`config.mk`:
```
export PLATFORM = sky130hd
export DESIGN_NAME = hack_cpu_mc_flat
export DESIGN_NICKNAME = d
export VERILOG_FILES = /design/src/rtl/hack_pkg.sv /design/src/rtl/hack_cpu_mc_if.sv /design/src/rtl/hack_alu_w.sv /design/src/rtl/hack_cpu_mc.sv /design/src/flat_wrapper.sv
export SDC_FILE = /design/constraint.sdc
export NUM_CORES = 1
export LEC_CHECK = 0
export CORE_MARGIN = 5
export CORE_UTILIZATION = 40
export CTS_BUF_LIST = sky130_fd_sc_hd__clkbuf_8 sky130_fd_sc_hd__clkbuf_16
export DETAILED_ROUTE_END_ITERATION = 6
export MAX_ROUTING_LAYER = met4
export PLACE_DENSITY_LB_ADDON = 0.3
export SKIP_LAST_GASP = 1
export SYNTH_ARGS = -nofsm -noshare
export SYNTH_HDL_FRONTEND = slang
export SYNTH_SLANG_ARGS = --single-unit
```
`constraint.sdc`:
```
create_clock -name clk -period 5.63 [get_ports clk]
set_clock_uncertainty 0.15 [all_clocks]
set_input_delay 0.563 -clock clk [delete_from_list [all_inputs] [get_ports clk]]
set_output_delay 0.563 -clock clk [all_outputs]
set_load 0.02 [all_outputs]
```
`src/rtl/hack_pkg.sv`:
```
// Shared definitions for the multi-cycle Hack CPU: FSM states, instruction
// field positions and the jump-condition decoder.
package hack_pkg;

    typedef enum logic [1:0] {
        FETCH  = 2'd0,
        MREAD  = 2'd1,
        EXEC   = 2'd2,
        MWRITE = 2'd3
    } state_t;

    localparam int A_BIT   = 12;
    localparam int ALU_HI  = 11;
    localparam int ALU_LO  = 6;
    localparam int DEST_A  = 5;
    localparam int DEST_D  = 4;
    localparam int DEST_M  = 3;
    localparam int JUMP_HI = 2;
    localparam int JUMP_LO = 0;

    localparam logic [2:0] JMP_NEVER = 3'b000;
    localparam logic [2:0] JMP_GT    = 3'b001;
    localparam logic [2:0] JMP_EQ    = 3'b010;
    localparam logic [2:0] JMP_GE    = 3'b011;
    localparam logic [2:0] JMP_LT    = 3'b100;
    localparam logic [2:0] JMP_NE    = 3'b101;
    localparam logic [2:0] JMP_LE    = 3'b110;
    localparam logic [2:0] JMP_ALWAYS = 3'b111;

    function automatic logic jump_taken(input logic [2:0] j, input logic zr, input logic ng);
        case (j)
            JMP_NEVER:  return 1'b0;
            JMP_GT:     return !ng && !zr;
            JMP_EQ:     return zr;
            JMP_GE:     return !ng;
            JMP_LT:     return ng;
            JMP_NE:     return !zr;
            JMP_LE:     return ng || zr;
            JMP_ALWAYS: return 1'b1;
            default:    return 1'b0;
        endcase
    endfunction

endpackage

```
`src/rtl/hack_cpu_mc_if.sv`:
```
// Instruction-fetch and data-access req/ack bus between the CPU (master)
// and the instruction ROM / data RAM side (slave).
interface hack_cpu_mc_if #(
    parameter int WIDTH = 16
) ();
    localparam int ADDR_W = WIDTH - 1;

    logic              imem_req;
    logic [WIDTH-1:0]  imem_addr;
    logic [WIDTH-1:0]  imem_rdata;
    logic              imem_ack;
    logic              dmem_req;
    logic              dmem_we;
    logic [ADDR_W-1:0] dmem_addr;
    logic [WIDTH-1:0]  dmem_wdata;
    logic [WIDTH-1:0]  dmem_rdata;
    logic              dmem_ack;

    modport master (
        output imem_req, imem_addr, dmem_req, dmem_we, dmem_addr, dmem_wdata,
        input  imem_rdata, imem_ack, dmem_rdata, dmem_ack
    );

    modport slave (
        input  imem_req, imem_addr, dmem_req, dmem_we, dmem_addr, dmem_wdata,
        output imem_rdata, imem_ack, dmem_rdata, dmem_ack
    );
endinterface

```
`src/rtl/hack_alu_w.sv`:
```
// Width-parametrised Hack ALU: zx/nx/zy/ny/f/no applied at WIDTH bits.
module hack_alu_w #(
    parameter int WIDTH = 16
) (
    input  logic signed [WIDTH-1:0] x,
    input  logic signed [WIDTH-1:0] y,
    input  logic        [5:0]       ctrl,
    output logic signed [WIDTH-1:0] out,
    output logic                    zr,
    output logic                    ng
);
    logic signed [WIDTH-1:0] xz, xn, yz, yn, fr;

    always_comb begin
        xz  = ctrl[5] ? '0 : x;
        xn  = ctrl[4] ? ~xz : xz;
        yz  = ctrl[3] ? '0 : y;
        yn  = ctrl[2] ? ~yz : yz;
        fr  = ctrl[1] ? (xn + yn) : (xn & yn);
        out = ctrl[0] ? ~fr : fr;
        zr  = (out == '0);
        ng  = out[WIDTH-1];
    end
endmodule

```
`src/rtl/hack_cpu_mc.sv`:
```
// Multi-cycle Hack CPU with req/ack fetch and data ports. A/D update in EXEC;
// PC and the retire pulse wait for any pending data write to be acknowledged.
module hack_cpu_mc
    import hack_pkg::*;
#(
    parameter int               WIDTH        = 16,
    parameter logic [WIDTH-1:0] RESET_VECTOR = '0
) (
    input  logic             clk,
    input  logic             reset,
    hack_cpu_mc_if.master    bus,
    output logic [WIDTH-1:0] pc_out,
    output logic             retire
);
    localparam int ADDR_W = WIDTH - 1;

    state_t                  state, state_nx;
    logic                    boot;
    logic [WIDTH-1:0]        pc, ir, pc_hold, pc_seq;
    logic signed [WIDTH-1:0] a_reg, d_reg, mdr, wr_data, alu_y, alu_out;
    logic [ADDR_W-1:0]       wr_addr;
    logic                    alu_zr, alu_ng, is_c, wr_m, jmp, commit, ifire, dfire;

    assign is_c  = ir[WIDTH-1];
    assign wr_m  = is_c && ir[DEST_M];
    assign alu_y = ir[A_BIT] ? mdr : a_reg;

    hack_alu_w #(.WIDTH(WIDTH)) u_alu (
        .x    (d_reg),
        .y    (alu_y),
        .ctrl (ir[ALU_HI:ALU_LO]),
        .out  (alu_out),
        .zr   (alu_zr),
        .ng   (alu_ng)
    );

    // Jump target and write address both use A as it was before this instruction.
    assign jmp    = is_c && jump_taken(ir[JUMP_HI:JUMP_LO], alu_zr, alu_ng);
    assign pc_seq = jmp ? a_reg : pc + WIDTH'(1);

    // Acks only count while the matching request is actually being driven.
    assign ifire  = (state == FETCH) && !boot && bus.imem_ack;
    assign dfire  = ((state == MREAD) || (state == MWRITE)) && bus.dmem_ack;
    assign commit = ((state == EXEC) && !wr_m) || ((state == MWRITE) && dfire);

    always_ff @(posedge clk) begin
        if (reset) begin
            state <= FETCH;
            boot  <= 1'b1;
        end else begin
            state <= state_nx;
            boot  <= 1'b0;
        end
    end

    always_comb begin
        state_nx = state;
        case (state)
            FETCH:  if (ifire)
                        state_nx = (bus.imem_rdata[WIDTH-1] && bus.imem_rdata[A_BIT]) ? MREAD : EXEC;
            MREAD:  if (dfire) state_nx = EXEC;
            EXEC:   state_nx = wr_m ? MWRITE : FETCH;
            MWRITE: if (dfire) state_nx = FETCH;
            default: state_nx = FETCH;
        endcase
    end

    // boot holds every request low for the first cycle out of reset.
    always_comb begin
        bus.imem_req   = (state == FETCH) && !boot;
        bus.imem_addr  = pc;
        bus.dmem_req   = (state == MREAD) || (state == MWRITE);
        bus.dmem_we    = (state == MWRITE);
        bus.dmem_addr  = (state == MWRITE) ? wr_addr : a_reg[ADDR_W-1:0];
        bus.dmem_wdata = wr_data;
        pc_out         = pc;
    end

    always_ff @(posedge clk) begin
        if (reset) begin
            pc     <= RESET_VECTOR;
            a_reg  <= '0;
            d_reg  <= '0;
            ir     <= '0;
            retire <= 1'b0;
        end else begin
            retire <= commit;
            case (state)
                FETCH:  if (ifire) ir <= bus.imem_rdata;
                MREAD:  if (dfire) mdr <= bus.dmem_rdata;
                EXEC: begin
                    if (is_c) begin
                        if (ir[DEST_A]) a_reg <= alu_out;
                        if (ir[DEST_D]) d_reg <= alu_out;
                        wr_addr <= a_reg[ADDR_W-1:0];
                        wr_data <= alu_out;
                        pc_hold <= pc_seq;
                    end else begin
                        a_reg <= {1'b0, ir[WIDTH-2:0]};
                    end
                    if (commit) pc <= pc_seq;
                end
                MWRITE: if (dfire) pc <= pc_hold;
                default: ;
            endcase
        end
    end
endmodule

```
`src/flat_wrapper.sv`:
```
// flat-port wrapper written by rule: the top's interface ports become plain ports
module hack_cpu_mc_flat import hack_pkg::*;
#(
    parameter int               WIDTH        = 16,
    parameter logic [WIDTH-1:0] RESET_VECTOR = '0
)
  (clk, reset, pc_out, retire, bus_imem_req, bus_imem_addr, bus_dmem_req, bus_dmem_we, bus_dmem_addr, bus_dmem_wdata, bus_imem_rdata, bus_imem_ack, bus_dmem_rdata, bus_dmem_ack);
  hack_cpu_mc_if #(.WIDTH(WIDTH)) bus_i ();
  input  logic clk;
  input  logic reset;
  output logic [WIDTH-1:0] pc_out;
  output logic retire;
  output wire logic [$bits(bus_i.imem_req)-1:0] bus_imem_req;
  output wire logic [$bits(bus_i.imem_addr)-1:0] bus_imem_addr;
  output wire logic [$bits(bus_i.dmem_req)-1:0] bus_dmem_req;
  output wire logic [$bits(bus_i.dmem_we)-1:0] bus_dmem_we;
  output wire logic [$bits(bus_i.dmem_addr)-1:0] bus_dmem_addr;
  output wire logic [$bits(bus_i.dmem_wdata)-1:0] bus_dmem_wdata;
  input wire logic [$bits(bus_i.imem_rdata)-1:0] bus_imem_rdata;
  input wire logic [$bits(bus_i.imem_ack)-1:0] bus_imem_ack;
  input wire logic [$bits(bus_i.dmem_rdata)-1:0] bus_dmem_rdata;
  input wire logic [$bits(bus_i.dmem_ack)-1:0] bus_dmem_ack;
  assign bus_imem_req = bus_i.imem_req;
  assign bus_imem_addr = bus_i.imem_addr;
  assign bus_dmem_req = bus_i.dmem_req;
  assign bus_dmem_we = bus_i.dmem_we;
  assign bus_dmem_addr = bus_i.dmem_addr;
  assign bus_dmem_wdata = bus_i.dmem_wdata;
  assign bus_i.imem_rdata = bus_imem_rdata;
  assign bus_i.imem_ack = bus_imem_ack;
  assign bus_i.dmem_rdata = bus_dmem_rdata;
  assign bus_i.dmem_ack = bus_dmem_ack;
  hack_cpu_mc #(.WIDTH(WIDTH), .RESET_VECTOR(RESET_VECTOR)) u_core (.clk(clk), .reset(reset), .bus(bus_i), .pc_out(pc_out), .retire(retire));
endmodule
```
; After elaboration in Yosys (flattened, before gate mapping)
; Cells that the tools add are included.
[word_totals]
reg_bits = 131
inputBits = 36
output_inout_bits = 67
elab_cells = 82
[op_classes]
addsub = 2
eq_ne = 15
muxes = 22
n_bitwise = 5
reduce_logical = 27
[op_table]
columns = operator, count
row1 = $mux 16, 12
row2 = $not 16->16, 3
row3 = $pmux 16 s2, 1
row4 = $add 16x1->16 const B, 1
row5 = $add 16x16->16, 1
row6 = $and 16x16->16, 1
row7 = $logic_not 16->1, 1
row8 = $mux 15, 1
row9 = $reduce_and 3->1, 5
row10 = $eq 3x3->1 const B, 4
row11 = $mux 2, 5
row12 = $logic_and 1x1->1, 9
row13 = $ne 2x1->1 const B, 4
row14 = $pmux 1 s8, 1
row15 = $pmux 2 s4, 1
row16 = $eq 3x2->1 const B, 2
row17 = $eq 2x2->1 const B, 2
row18 = $logic_not 1->1, 4
row19 = $reduce_and 2->1, 2
row20 = $eq 3x1->1 const B, 1
row21 = $logic_not 3->1, 1
row22 = $logic_or 1x1->1, 3
row23 = $eq 2x1->1 const B, 1
row24 = $logic_not 2->1, 1
row25 = 4 further kinds, 4

; Depth between registers and ports, before layout
[depth]
depth_word = 16
ltp_mapped = 20
mapped_depth_nobuf = 17

; Modules after synthesis
; A second synthesis with hierarchy kept.
[hier_totals]
hier_cells = 823
hier_area_um2 = 7587.3
[by_module_without_submodules]
columns = module, instances, cells_each, area_each_um2, seq_area_each_um2
row1 = hack_cpu_mc, 1, 556, 5680.4, 3253.1
row2 = hack_alu_w, 1, 267, 1906.8, 0.0

; Worst setup path before layout
; OpenSTA, ideal clock, no wires.
[synth_path]
path_kind = reg-to-reg
startpoint = reg u_core.ir[12]
endpoint = reg u_core.pc_hold[10] (data pin)
setup_time_ps = 257
t_arrival_ps = 4548
t_required_ps = 5223
setup_slack_ps = 676
stages_incl_launch_ff = 20
n_path_buf = 5
period_less_slack_ps = 4954
path_cell_list = dfxtp_1 > clkbuf_1 > clkbuf_1 > mux2i_1 > nor2_1 > xor2_1 > ha_1 > clkbuf_1 > a21oi_1 > o211ai_2 > a21o_1 > a31oi_1 > xnor2_1 > or4_1 > o31a_1 > o311a_1 > buf_6 > buf_12 > mux2i_1 > inv_1
[synth_between]
elab_chain_len = 14
word_cells_on_any_way = 17
cone_classes = add/sub (1) / mux (7) / bitwise (3) / reduce/logical (6)
[synth_rtl]
columns = element, line
row1 = "start, declared", hack_cpu_mc.sv:19  ; logic [WIDTH-1:0] pc, ir, pc_hold, pc_seq;
row2 = "start signal, assigned", hack_cpu_mc.sv:89  ; FETCH: if (ifire) ir <= bus.imem_rdata;
row3 = $mux 16 (*), hack_cpu_mc.sv:26  ; assign alu_y = ir[A_BIT] ? mdr : a_reg;
row4 = $mux 16 (*), hack_alu_w.sv:17  ; yz = ctrl[3] ? '0 : y;
row5 = $not 16->16, hack_alu_w.sv:18  ; yn = ctrl[2] ? ~yz : yz;
row6 = $mux 16 (*), hack_alu_w.sv:18
row7 = $add 16x16->16 / $and 16x16->16 (equally long branches), hack_alu_w.sv:19  ; fr = ctrl[1] ? (xn + yn) : (xn & yn);
row8 = $mux 16 (*), hack_alu_w.sv:19
row9 = $not 16->16, hack_alu_w.sv:20  ; out = ctrl[0] ? ~fr : fr;
row10 = $mux 16 (*), hack_alu_w.sv:20
row11 = net u_core.alu_out[7], hack_cpu_mc.sv:20  ; logic signed [WIDTH-1:0] a_reg, d_reg, mdr, wr_data, alu_y, alu_out;
row12 = $logic_not 16->1 (*), hack_alu_w.sv:21  ; zr = (out == '0);
row13 = $logic_not 1->1, "hack_pkg.sv:33, hack_pkg.sv:37"
row14 = $logic_and 1x1->1, hack_pkg.sv:33  ; JMP_GT: return !ng && !zr;
row15 = $pmux 1 s8 (*), hack_pkg.sv:31  ; case (j)
row16 = $logic_and 1x1->1 (*), hack_cpu_mc.sv:38  ; assign jmp = is_c && jump_taken(ir[JUMP_HI:JUMP_LO], alu_zr, alu_ng);
row17 = $mux 16 (*), hack_cpu_mc.sv:39  ; assign pc_seq = jmp ? a_reg : pc + WIDTH'(1);
row18 = net u_core.pc_seq[10], hack_cpu_mc.sv:19
row19 = "end signal, assigned", hack_cpu_mc.sv:97  ; pc_hold <= pc_seq;
row20 = "end, declared", hack_cpu_mc.sv:19
; The timed path passes the listed nets; every way through them passes the cells marked *.
; A chain may end at the register's enable or synchronous reset.

; Worst setup path in the final report
[layout_path]
startpoint = reg u_core.ir[12]
endpoint = reg u_core.pc[0] (netlist: u_core.bus.imem_addr[0])
[layout_between]
elab_chain_len = 16
word_cells_on_any_way = 19
cone_classes = add/sub (1) / mux (9) / bitwise (3) / reduce/logical (6)
[layout_rtl]
columns = element, line
row1 = $mux 16 (*), hack_cpu_mc.sv:26
row2 = $mux 16 (*), hack_alu_w.sv:17
row3 = $not 16->16, hack_alu_w.sv:18
row4 = $mux 16 (*), hack_alu_w.sv:18
row5 = $add 16x16->16 / $and 16x16->16 (equally long branches), hack_alu_w.sv:19
row6 = $mux 16 (*), hack_alu_w.sv:19
row7 = $not 16->16, hack_alu_w.sv:20
row8 = $mux 16 (*), hack_alu_w.sv:20
row9 = net u_core.alu_out[8], hack_cpu_mc.sv:20
row10 = $logic_not 16->1 (*), hack_alu_w.sv:21
row11 = $logic_not 1->1, "hack_pkg.sv:33, hack_pkg.sv:37"
row12 = $logic_and 1x1->1, hack_pkg.sv:33
row13 = $pmux 1 s8 (*), hack_pkg.sv:31
row14 = $logic_and 1x1->1 (*), hack_cpu_mc.sv:38
row15 = $mux 16 (*), hack_cpu_mc.sv:39
row16 = $mux 16 (*), hack_cpu_mc.sv:101  ; if (commit) pc <= pc_seq;
row17 = $pmux 16 s2 (*), hack_cpu_mc.sv:88  ; case (state)
row18 = "end signal, assigned", hack_cpu_mc.sv:101
row19 = "end signal, assigned", hack_cpu_mc.sv:103  ; MWRITE: if (dfire) pc <= pc_hold;
row20 = "end, declared", hack_cpu_mc.sv:19
; The timed path passes the listed nets; every way through them passes the cells marked *. The select of a mux whose other input is x is not followed.

==> flow_summary.ini <==
[synthesis]
async_flop_share_pct = 0
ys_warn_count = 0
avgSynthCellArea_um2 = 9.29
yosysTopAreaCellShare_pct = 24.7
synth_cells = 826
synth_seq_cells = 131
synth_edf_count = 63
synth_area_leaders = edfxtp_1, dfxtp_1, mux2i_1
synth_common_cells = nand2_1, dfxtp_1, edfxtp_1, a21oi_1, nor2_1
yosysTopAreaCell = edfxtp_1
synth.most_common_cell = nand2_1
synth.distinct_cells = 73
synth_nets = 880
synthFlopType = dfxtp_1
ys_seq_area_share_pct = 42.4
synthesis.area_um2 = 7670

[clock_tree]
clock_path_buffers = 2
postCtsSetupRepairBufs = 0
h-tree-depth = 4
cts-hold-fix-buffers = 0
clock_latency_ps = 420
clock_sinks = 131
cts_tree = yes
cts_root_buffer = clkbuf_16
numCtsBuffers = 17
ctsResizeCount = 0
clk_pin_slew_worst_paths_ps = 60

[power]
p_per_area_nw_per_um2 = 265
leakage_uw = 0.00340
max-vdd-ir-drop_uv = 203

[flow_run]
maxCapViolCount = 0

[routing]
top_layer = met4
first_iter_violations = 655
num_vias = 6359
drc_errors = 0
ant_nets = 0
drt-vias-per-instance = 5.61
drt_pass1_iterations = 5
wl_per_cell_um = 18.8
drt_wl_total_um = 21300
met3WireLength_um = 1120
drt-met1-wl_um = 10100
wl_met2_um = 9760

[finish]
nets = 940
area_growth_pct = 20.9
drive_above_1_share_pct = 8.34
antenna_cells = 0

[sta]
fmax_mhz = 199
worst_pin_slew_ps = 1150
drv_slew = 0
finalHoldViolations = 0
hold_ws_ps = 306
rsz0062_at_grt = no
fin_tns_setup_ps = 0
final-setup-viol-count = 0
setup_ws_ps = 614
slew_headroom_pct = 23.5
fin_crit_sh_pct = 89.1
fin_crit_ps = 5020

[setup_path]
crit_fanout = 16
crit_type = reg2reg
arrival_ps = 5200
critical_path_required_ps = 5820
start_kind = flop
critPathCaptureType = flop

[floorplanning]
ioPinCount = 103
fp.dieW_um = 148
design.core.area_um2 = 18800
start_util_pct = 40.9
die-area_um2 = 22100
rows = 50
die_h_um = 148

[run_status]
status = completed

[placement]
gp_congestion = 0.953
hpwl_um = 14800
numPortBuffers = 102
dpl_worst_slack_ps = 677

[global_route]
grt_max_degree = 68
grt_usage_pct = 20.1
grt_antenna_before_repair = 0
grt_pass1_wl_um = 33800
grt-ovfl-total = 0
grt_pass1_vias = 5967

[min_path]
hold_class = reg2reg
[placed cells by master, fill, tap and decap left out, types with 5 or more instances in the layout]
cell type        count
clkdlybuf4s50_1    101
nand2_1             95
dfxtp_1             68
edfxtp_1            63
a21oi_1             54
nor2_1              54
mux2i_1             47
xnor2_1             41
inv_1               32
nand2b_1            24
xor2_1              23
o21ai_0             21
a31oi_1             21
a211oi_1            17
ha_1                17
clkbuf_16           17
nor4b_1             16
nand3_1             14
mux2_2              14
o21ai_1             12
buf_4               12
and3_1              11
nor3_1              10
nand4_1             10
a21o_1               8
o211ai_1             7
nor2b_1              5
o2111ai_1            5
[critical path, stage by stage, from the launching register on]
cell and delay [ps]:
dfxtp_1 490, buf_4 320, mux2i_1 220, nor2_1 60, xor2_1 150, ha_1 370
a21oi_1 410, a21oi_1 190, o311a_1 380, nor3_2 240, inv_1 70, or4_1 530
o31a_1 300, o311a_1 330, buf_4 230, mux2_4 340, o21ai_2 140
[cell type report]
type | count | area (um2)
Multi-Input combinational cell | 586 | 3940
Tap cell | 234 | 293
Inverter | 36 | 135
Clock buffer | 17 | 425
Clock inverter | 15 | 130
Sequential cell | 131 | 3250
Fill cell | 1778 | 9490
Timing Repair Buffer | 114 | 1110
[power by group]
| part | leakage [uW] | internal, uW | switching, uW | total, uW |
|---|---|---|---|---|
| clock network | 0.000272 | 609 | 446 | 1050 |
| logic | 0.00197 | 142 | 217 | 359 |
| registers | 0.00115 | 1020 | 25.2 | 1040 |
[cell families after synthesis]
group	synth area share, %
multiplexers	8.38
AO/OA/AOI/OAI	14.8
buffers and inverters	6.51
flip-flops	42.4
AND/OR/NAND/NOR	17.6
adder cells (fa/ha/maj)	3.03
XOR/XNOR	7.31
[metrics by stage]
step,instances,total power (uW),cell area [um2],util (%)
2_1_floorplan,826,1290,7670,-
3_3_place_gp,1101,1420,8720,46.5
3_5_place_dp,1101,1420,8720,46.5
4_1_cts,1133,2470,9280,49.4
5_1_grt,1133,2550,9280,49.4
6_report,1133,2450,9280,49.4
[worst paths after layout]
path | start | end | slack (ps) | cells past startpoint
max | u_core.ir[12] | u_core.bus.imem_addr[0] | 610 | 16
min | u_core.d_reg[14] | u_core.d_reg[14] | 310 | 2
max reg2reg | u_core.ir[12] | u_core.bus.imem_addr[0] | 610 | 16
min reg2reg | u_core.d_reg[14] | u_core.d_reg[14] | 310 | 2
[layer usage]
metal / track usage [%] / vias to the layer above
met5: - / -
met4: 5.45 / 0
met3: 4.27 / 26
met2: 30.0 / 206
met1: 27.6 / 3062
li1: - / 3065
No activity file was read; power rests on OpenSTA's default activity.
